===== src/rtl/led_frame_buffer.sv =====
// Double-buffered 16x16 red/green pixel store with frame-synchronous swap and
// LED driver row-scan strobe. Pixel (row, col) lives at bit row*16 + col of each plane.
module led_frame_buffer #(
    parameter int unsigned SCAN_DIV      = 16,
    parameter int unsigned FRAME_PULSES  = 16,
    parameter int unsigned CLEAR_ON_SWAP = 1
) (
    input  logic         clk,
    input  logic         rst,
    input  logic         wr_valid_i,
    output logic         wr_ready_o,
    input  logic [3:0]   wr_row_i,
    input  logic [3:0]   wr_col_i,
    input  logic         wr_red_i,
    input  logic         wr_grn_i,
    input  logic         clr_req_i,
    input  logic         swap_req_i,
    output logic         busy_o,
    output logic         swap_done_o,
    output logic [255:0] red_pixels_o,
    output logic [255:0] grn_pixels_o,
    output logic         enable_count_o
);

    localparam int unsigned DivW   = $clog2(SCAN_DIV);
    localparam int unsigned FrameW = (FRAME_PULSES > 1) ? $clog2(FRAME_PULSES) : 1;
    localparam logic [DivW-1:0]   DivMax   = DivW'(SCAN_DIV - 1);
    localparam logic [DivW-1:0]   DivPre   = DivW'(SCAN_DIV - 2);
    localparam logic [FrameW-1:0] FrameMax = FrameW'(FRAME_PULSES - 1);

    typedef enum logic [1:0] {StIdle, StClear, StSwap} state_e;

    state_e              state_q;
    logic [DivW-1:0]     div_cnt_q;
    logic [FrameW-1:0]   frame_cnt_q;
    logic                enable_count_q;
    logic                front_sel_q;
    logic                swap_done_q;
    logic [3:0]          clr_row_q;
    logic [255:0]        red0_q, grn0_q, red1_q, grn1_q;
    logic                frame_wrap;
    logic [7:0]          wr_idx;
    logic [7:0]          clr_base;

    assign frame_wrap = enable_count_q && (frame_cnt_q == FrameMax);
    assign wr_idx     = {wr_row_i, wr_col_i};
    assign clr_base   = {clr_row_q, 4'h0};

    // Free-running scan divider; strobe is registered one count early so it
    // lands on the cycle where div_cnt_q == SCAN_DIV-1.
    always_ff @(posedge clk) begin
        if (rst) begin
            div_cnt_q      <= '0;
            enable_count_q <= 1'b0;
            frame_cnt_q    <= '0;
        end else begin
            div_cnt_q      <= (div_cnt_q == DivMax) ? '0 : div_cnt_q + 1'b1;
            enable_count_q <= (div_cnt_q == DivPre);
            if (enable_count_q) begin
                frame_cnt_q <= (frame_cnt_q == FrameMax) ? '0 : frame_cnt_q + 1'b1;
            end
        end
    end

    always_ff @(posedge clk) begin
        if (rst) begin
            state_q     <= StIdle;
            front_sel_q <= 1'b0;
            swap_done_q <= 1'b0;
            clr_row_q   <= 4'h0;
            red0_q      <= '0;
            grn0_q      <= '0;
            red1_q      <= '0;
            grn1_q      <= '0;
        end else begin
            swap_done_q <= 1'b0;
            case (state_q)
                StIdle: begin
                    // The back buffer is buffer 1 when front_sel_q is 0.
                    if (wr_valid_i) begin
                        if (front_sel_q) begin
                            red0_q[wr_idx] <= wr_red_i;
                            grn0_q[wr_idx] <= wr_grn_i;
                        end else begin
                            red1_q[wr_idx] <= wr_red_i;
                            grn1_q[wr_idx] <= wr_grn_i;
                        end
                    end
                    if (swap_req_i) begin
                        state_q <= StSwap;
                    end else if (clr_req_i) begin
                        state_q   <= StClear;
                        clr_row_q <= 4'h0;
                    end
                end
                StSwap: begin
                    if (frame_wrap) begin
                        front_sel_q <= ~front_sel_q;
                        swap_done_q <= 1'b1;
                        clr_row_q   <= 4'h0;
                        state_q     <= (CLEAR_ON_SWAP != 0) ? StClear : StIdle;
                    end
                end
                StClear: begin
                    if (front_sel_q) begin
                        red0_q[clr_base +: 16] <= 16'h0000;
                        grn0_q[clr_base +: 16] <= 16'h0000;
                    end else begin
                        red1_q[clr_base +: 16] <= 16'h0000;
                        grn1_q[clr_base +: 16] <= 16'h0000;
                    end
                    clr_row_q <= clr_row_q + 4'h1;
                    if (clr_row_q == 4'hF) begin
                        state_q <= StIdle;
                    end
                end
                default: state_q <= StIdle;
            endcase
        end
    end

    assign wr_ready_o     = (state_q == StIdle);
    assign busy_o         = ~wr_ready_o;
    assign swap_done_o    = swap_done_q;
    assign enable_count_o = enable_count_q;
    assign red_pixels_o   = front_sel_q ? red1_q : red0_q;
    assign grn_pixels_o   = front_sel_q ? grn1_q : grn0_q;

endmodule


===== config.mk =====
export PLATFORM = sky130hd
export DESIGN_NAME = led_frame_buffer
export DESIGN_NICKNAME = d
export VERILOG_FILES = /design/src/rtl/led_frame_buffer.sv
export SDC_FILE = /design/constraint.sdc
export NUM_CORES = 2
export LEC_CHECK = 0
export BUFFER_PORTS_ARGS = -buffer_cell sky130_fd_sc_hd__buf_2
export CAP_MARGIN = 40
export CORE_ASPECT_RATIO = 2
export CORE_UTILIZATION = 54
export DETAILED_ROUTE_END_ITERATION = 7
export PLACE_DENSITY = 0.77
export SYNTH_ARGS = -nofsm -noshare
export SYNTH_HDL_FRONTEND = slang
export SYNTH_SLANG_ARGS = --single-unit

===== constraint.sdc =====
create_clock -name clk -period 2.7 [get_ports clk]
set_input_delay 0.54 -clock clk [delete_from_list [all_inputs] [get_ports clk]]
set_output_delay 0.54 -clock clk [all_outputs]
set_load 0.01 [all_outputs]

# ---- Word-level counts from Yosys, hierarchy flattened
# Index checks and enable logic that the tools add are counted.
dict set report totals {
  wordCells 89
  output_inout_bits 516
  inputBits 15
  regBits 1041
}
dict set report op_classes {
  eq_ne 16
  n_addsub 4
  shift 2
  n_mux 39
  reduce_logical 12
  n_lt_le_gt_ge 2
  bitwise 3
}
# cell n
set ops {}
lappend ops {{two-way mux 256 bit} 14}
lappend ops {{bitwise mux 256 bit} 8}
lappend ops {{one-hot mux 256 bit (2 select lines)} 4}
lappend ops {{variable shift 16 x 10 -> 256 bit (first input constant)} 1}
lappend ops {{indexed part select 16 x 10 -> 256 bit (first input constant)} 1}
lappend ops {{== test 4 bit (second input constant)} 4}
lappend ops {{two-way mux 4 bit} 4}
lappend ops {{!= test 2 bit (second input constant)} 7}
lappend ops {{adder 4 x 1 -> 4 bit (second input constant)} 3}
lappend ops {{one-hot mux 4 bit (3 select lines)} 1}
lappend ops {{AND reduction 4 bit} 3}
lappend ops {{negator 8 -> 10 bit} 1}
lappend ops {{less-than comparator 8 x 9 -> 1 bit (second input constant)} 1}
lappend ops {{demux 1 bit (select 8 bit)} 1}
lappend ops {{greater-or-equal comparator 8 x 1 -> 1 bit (second input constant)} 1}
lappend ops {{two-way mux 2 bit} 4}
lappend ops {{one-hot mux 2 bit (3 select lines)} 1}
lappend ops {{!= test 2 x 1 -> 1 bit (second input constant)} 2}
lappend ops {{OR reduction 2 bit} 2}
lappend ops {{!= test 3 x 1 -> 1 bit (second input constant)} 1}
lappend ops {{inverter 1 bit} 3}
lappend ops {{AND reduction 3 bit} 1}
lappend ops {{nonzero test 3 bit} 1}
lappend ops {{== test 2 x 1 -> 1 bit (second input constant)} 1}
lappend ops {{other kinds (6)} 8}

# ---- Logic depth before layout (Yosys ltp)
dict set report depth {
  depth_word 8
  depth_mapped 10
  depth_no_buf 6
}

# ---- Worst setup path before layout
# Ideal clock, no wire load.
dict set report synth_timing {
  path_kind {flip-flop to flip-flop}
  start {register clr_row_q[1]}
  end {register grn0_q[7]}
  synth_period_minus_slack_ns 2.558
  path_stages_with_launch 10
  t_arrival_ns 2.426
  n_path_buf 3
  setup_time_ns 0.132
  path_slack_ns 0.142
  required_ns 2.568
  path_cell_list {dfxtp_1 > clkbuf_1 > inv_1 > ha_1 > nor4b_1 > nor4b_4 > or2_2 > clkbuf_2 > buf_2 > o22ai_1}
}
dict set report synth_between {
  elab_chain_cells 5
  elab_cells_between_ends 6
  classes_between {add/sub: 1; shift: 2; mux: 3}
}
# item line_no
set synth_rtl {}
lappend synth_rtl {{start, declared} 39} ;# logic [3:0] clr_row_q;
lappend synth_rtl {{start signal, assigned} 112} ;# clr_row_q <= clr_row_q + 4'h1;
lappend synth_rtl {{negator 8 -> 10 bit (*)} 107} ;# grn0_q[clr_base +: 16] <= 16'h0000;
lappend synth_rtl {{indexed part select 16 x 10 -> 256 bit / variable shift 16 x 10 -> 256 bit (equally long branches)} 107}
lappend synth_rtl {{bitwise mux 256 bit (*)} 107}
lappend synth_rtl {{two-way mux 256 bit (*)} 105} ;# if (front_sel_q) begin
lappend synth_rtl {{one-hot mux 256 bit (2 select lines) (*)} 77} ;# case (state_q)
lappend synth_rtl {{end signal, assigned by index} 83} ;# grn0_q[wr_idx] <= wr_grn_i;
lappend synth_rtl {{end, declared} 40} ;# logic [255:0] red0_q, grn0_q, red1_q, grn1_q;
# Mark *: on every way between the ends. The rest lies on a longest branch, timed or not. The select of a mux whose other input is x is not followed.
# A chain may end at the register's enable or synchronous reset.

# ---- Worst setup path in the final report
dict set report layout_timing {
  start {register front_sel_q}
  end {output grn_pixels_o[92]}
}
dict set report layout_between {
  elab_chain_cells 1
}
# item line_no
set layout_rtl {}
lappend layout_rtl {{start, declared} 37} ;# logic front_sel_q;
lappend layout_rtl {{start signal, assigned} 98} ;# front_sel_q <= ~front_sel_q;
lappend layout_rtl {{two-way mux 256 bit} 127} ;# assign grn_pixels_o = front_sel_q ? grn1_q : grn0_q;
lappend layout_rtl {{end, declared} 21} ;# output logic [255:0] grn_pixels_o,
# No other way between the ends.

==> results.sh <==
export IMPL_path_class="reg -> out"
export IMPL_setup_viol=229
export IMPL_power_switching_uw=8340
export IMPL_ys_types=70
export IMPL_track_usage_pct=44.0
export IMPL_hp_start="swap_req_i"
export IMPL_drive_above_1_share_pct=27.4
export IMPL_cts_sinks=1041
export IMPL_hold_violations=0
export IMPL_port_buffers=530
export IMPL_holdWs_ns=0.202
export IMPL_crit_required_ns=2.16
export IMPL_muxShareOfSynthArea_pct=9.91
export IMPL_yosys_area_share_simple_pct=10.1
export IMPL_outcome="complete, but fails checks"
export IMPL_mappedNetlistArea_um2=54300
export IMPL_synth_common_cells="dfxtp_1 (1041), a21oi_1 (949), clkbuf_1 (566)"
export IMPL_synth_seq_cells=1041
export IMPL_clkPwrFrac_pct=44.3
export IMPL_critPathCapture="grn_pixels_o[92]"
export IMPL_synth_compound_area_share_pct=34.1
export IMPL_clock_root_buffer="clkbuf_16"
export IMPL_rows=164
export IMPL_grt_max_degree=210
export IMPL_switching_share_pct=26.0
export IMPL_crit_chain="buf_12 > buf_16 > buf_12 > buf_16 > mux2_2 > buf_2"
export IMPL_comb_power_share_pct=7.8
export IMPL_cts_tree="yes"
export IMPL_drv_cap=0
export IMPL_yosysTopAreaCellShare_pct=38.4
export IMPL_synth_warnings=0
export IMPL_yosys_area_top_type="dfxtp_1"
export IMPL_vias=58500
export IMPL_firstDrtPassIters=8
export IMPL_cp_arrival_ns=2.28
export IMPL_cpPeakStageDelay_ns=0.40
export IMPL_ir_drop_mv=0.575
export IMPL_dieArea_um2=102000
export IMPL_rsz0062_at_grt="yes"
export IMPL_antenna_found_initial=23
export IMPL_synthAdderAreaFrac_pct=0.161
export IMPL_cts_buffer_depth=3
export IMPL_crit_reg2reg_capture="red0_q[105]"
export IMPL_via_per_inst=7.26
export IMPL_finalWirelength_mm=240
export IMPL_route_detailed_drc=7
export IMPL_critical_path_max_fanout=13
export IMPL_tightest_slew_ns=1.29
export IMPL_synth_top_family_by_area="compound AO/OA/AOI/OAI gates"
export IMPL_synthTopCellsByArea="dfxtp_1 (38%), mux2_2 (9.3%), a21oi_1 (8.8%)"
export IMPL_cp_slowest_cell="dfxtp_4"
export IMPL_grt_overflow=0
export IMPL_die_w_um=226
export IMPL_die_y_um=450
export IMPL_finalNetCount=6652
export IMPL_clock_skew_ns=0.0345
export IMPL_synthFlopType="dfxtp_1"
export IMPL_num_io_pins=531
export IMPL_clk_latency_ns=0.73
export IMPL_grt_pass1_vias=54300
export IMPL_initial_core_util_pct=54.4
export IMPL_initialDrtViolationCount=8723
export IMPL_ant_nets=0
export IMPL_synth_most_common_cell="dfxtp_1"
export IMPL_powerDensity_nw_per_um2=482
export IMPL_regToRegSetupSlack_ns=0.08
export IMPL_cts_buffers=93
export IMPL_syn_inst=6324
export IMPL_final_setup_tns_ns=-10.29
export IMPL_syn_num_nets=6346
export IMPL_setup_ws_ns=-0.123
export IMPL_maxSlewViolCount=0
export IMPL_reg2reg_depth=9
export IMPL_final_util_pct=66.8
export IMPL_async_flop_share_pct=0
export IMPL_violations="DRC, setup timing"
export IMPL_total_leakage_power_uw=0.0241
export IMPL_core_um2=99700
export IMPL_critPathCaptureType="output pin"
export IMPL_hold_class="in -> reg"
export IMPL_h_tree_depth=3
export IMPL_fin_crit_sh_pct=105
export IMPL_synthXorXnorAreaFrac_pct=0.0484
export IMPL_seq_power_share_pct=47.9
export IMPL_ys_seq_area_share_pct=38.4
export IMPL_maxSlewHeadroom_pct=13.8
export IMPL_cp_start_kind="register"
export IMPL_grt_pass1_wl_mm=342
export IMPL_p_int_uw=23800
export IMPL_area_delta_synth_final_pct=22.7
export IMPL_power_uw=32100
export IMPL_wl_per_cell_um=29.8
export IMPL_max_freq_ghz=0.354
export IMPL_min_period_ns=2.82
export IMPL_rr_startpoint="front_sel_q"
export IMPL_startpoint="front_sel_q"
export IMPL_hpwl_mm=144
export IMPL_place_congestion=0.932
export IMPL_syn_avg_cell_area_um2=8.58
export IMPL_clkTransAtPathRegs_ns=0.07
export IMPL_synth_edf_count=0
critical path: cells and delay by family (launching register included):
kind / cells / cell delay [ns]
DFF: 1 / 0.40
buffers and inverters: 5 / 0.78
muxes: 1 / 0.36
layout make-up:
cell class,instances,area [um^2]
antenna,21,52.6
clock buffer,131,2740
clock inverter,36,409
fill,7709,33100
inverter,139,522
multi-input combinational,4352,30900
sequential,1041,20800
tap,1328,1660
timing repair buffer,1003,9460
cells in the final DEF, fill, tap and decap left out, types with 17 or more instances in the layout:
cell type,instances
nand2_1,273
diode_2,21
buf_6,124
buf_2,412
buf_4,295
a22oi_1,84
inv_1,137
o21ai_0,381
nor2_1,98
dfxtp_1,1040
a21oi_1,946
o21bai_1,17
clkbuf_16,125
buf_12,112
nand2b_1,128
mux2_2,234
mux2_4,214
a32oi_1,31
a31oi_1,311
mux2i_1,33
a2bb2oi_1,64
o21ai_1,50
nor2_4,17
nor2b_1,116
o211ai_1,84
nand3_1,157
a311oi_1,136
buf_16,27
nor3_4,25
a211oi_2,75
clkbuf_1,17
a211oi_1,370
o31ai_1,128
o22ai_1,192
cells by family after synthesis:
logic type,Yosys count
compound gates,2922
fa+ha+maj,7
flops,1041
mux,481
buf+inv,931
simple gates,939
xor+xnor,3
through the flow:
stage	setup WS (ns)	cells	area, um^2
after detailed placement	-0.182	7776	59800
after CTS	-0.108	7994	64400
after floorplan	0.142	6324	54300
after global routing	-0.145	8031	66500
after global placement	-0.186	7776	59800
final	-0.123	8051	66600
sequential cells by signal, summed over array words and instances, names as in the netlist, 2 cells and up:
register,count
frame_cnt_q,4
clr_row_q,4
state_q,2
div_cnt_q,4
red1_q,256
red0_q,256
grn0_q,256
grn1_q,256
worst min path at each step:
stage / cells past startpoint / slack (ns) / to
6_report: 3 / 0.20 / state_q[1]
4_1_cts: 3 / 0.16 / state_q[1]
3_3_place_gp: 2 / 0.44 / red1_q[39]
5_1_grt: 3 / 0.24 / state_q[1]
2_1_floorplan: 2 / 0.43 / red1_q[32]
3_5_place_dp: 2 / 0.44 / red1_q[40]
power groups by stage:
stage	clock (uW)	sequential (uW)	combinational, uW
detailed placement	0	15700	2350
global placement	0	15700	2320
finish	14200	15400	2490
floorplan	0	15700	1460
global route	14700	15400	2530
CTS	14200	15400	2360
timing repair:
item,4_1_cts,5_1_grt
hold endpoints to repair,0,0
pin swaps,0,1
hold buffers,0,0
gates cloned,22,33
resized for setup,190,297
endpoints found under the setup margin,483,402
setup buffers,29,10
per-layer routing:
metal	track usage, %	up-vias	wire [um]
met5	0	-	195
met4	37.2	28	23200
met3	12.4	1288	31700
met2	66.1	4838	105000
met1	51.5	27800	80100
li1	-	24500	-
(Power assumes the default switching activity.)
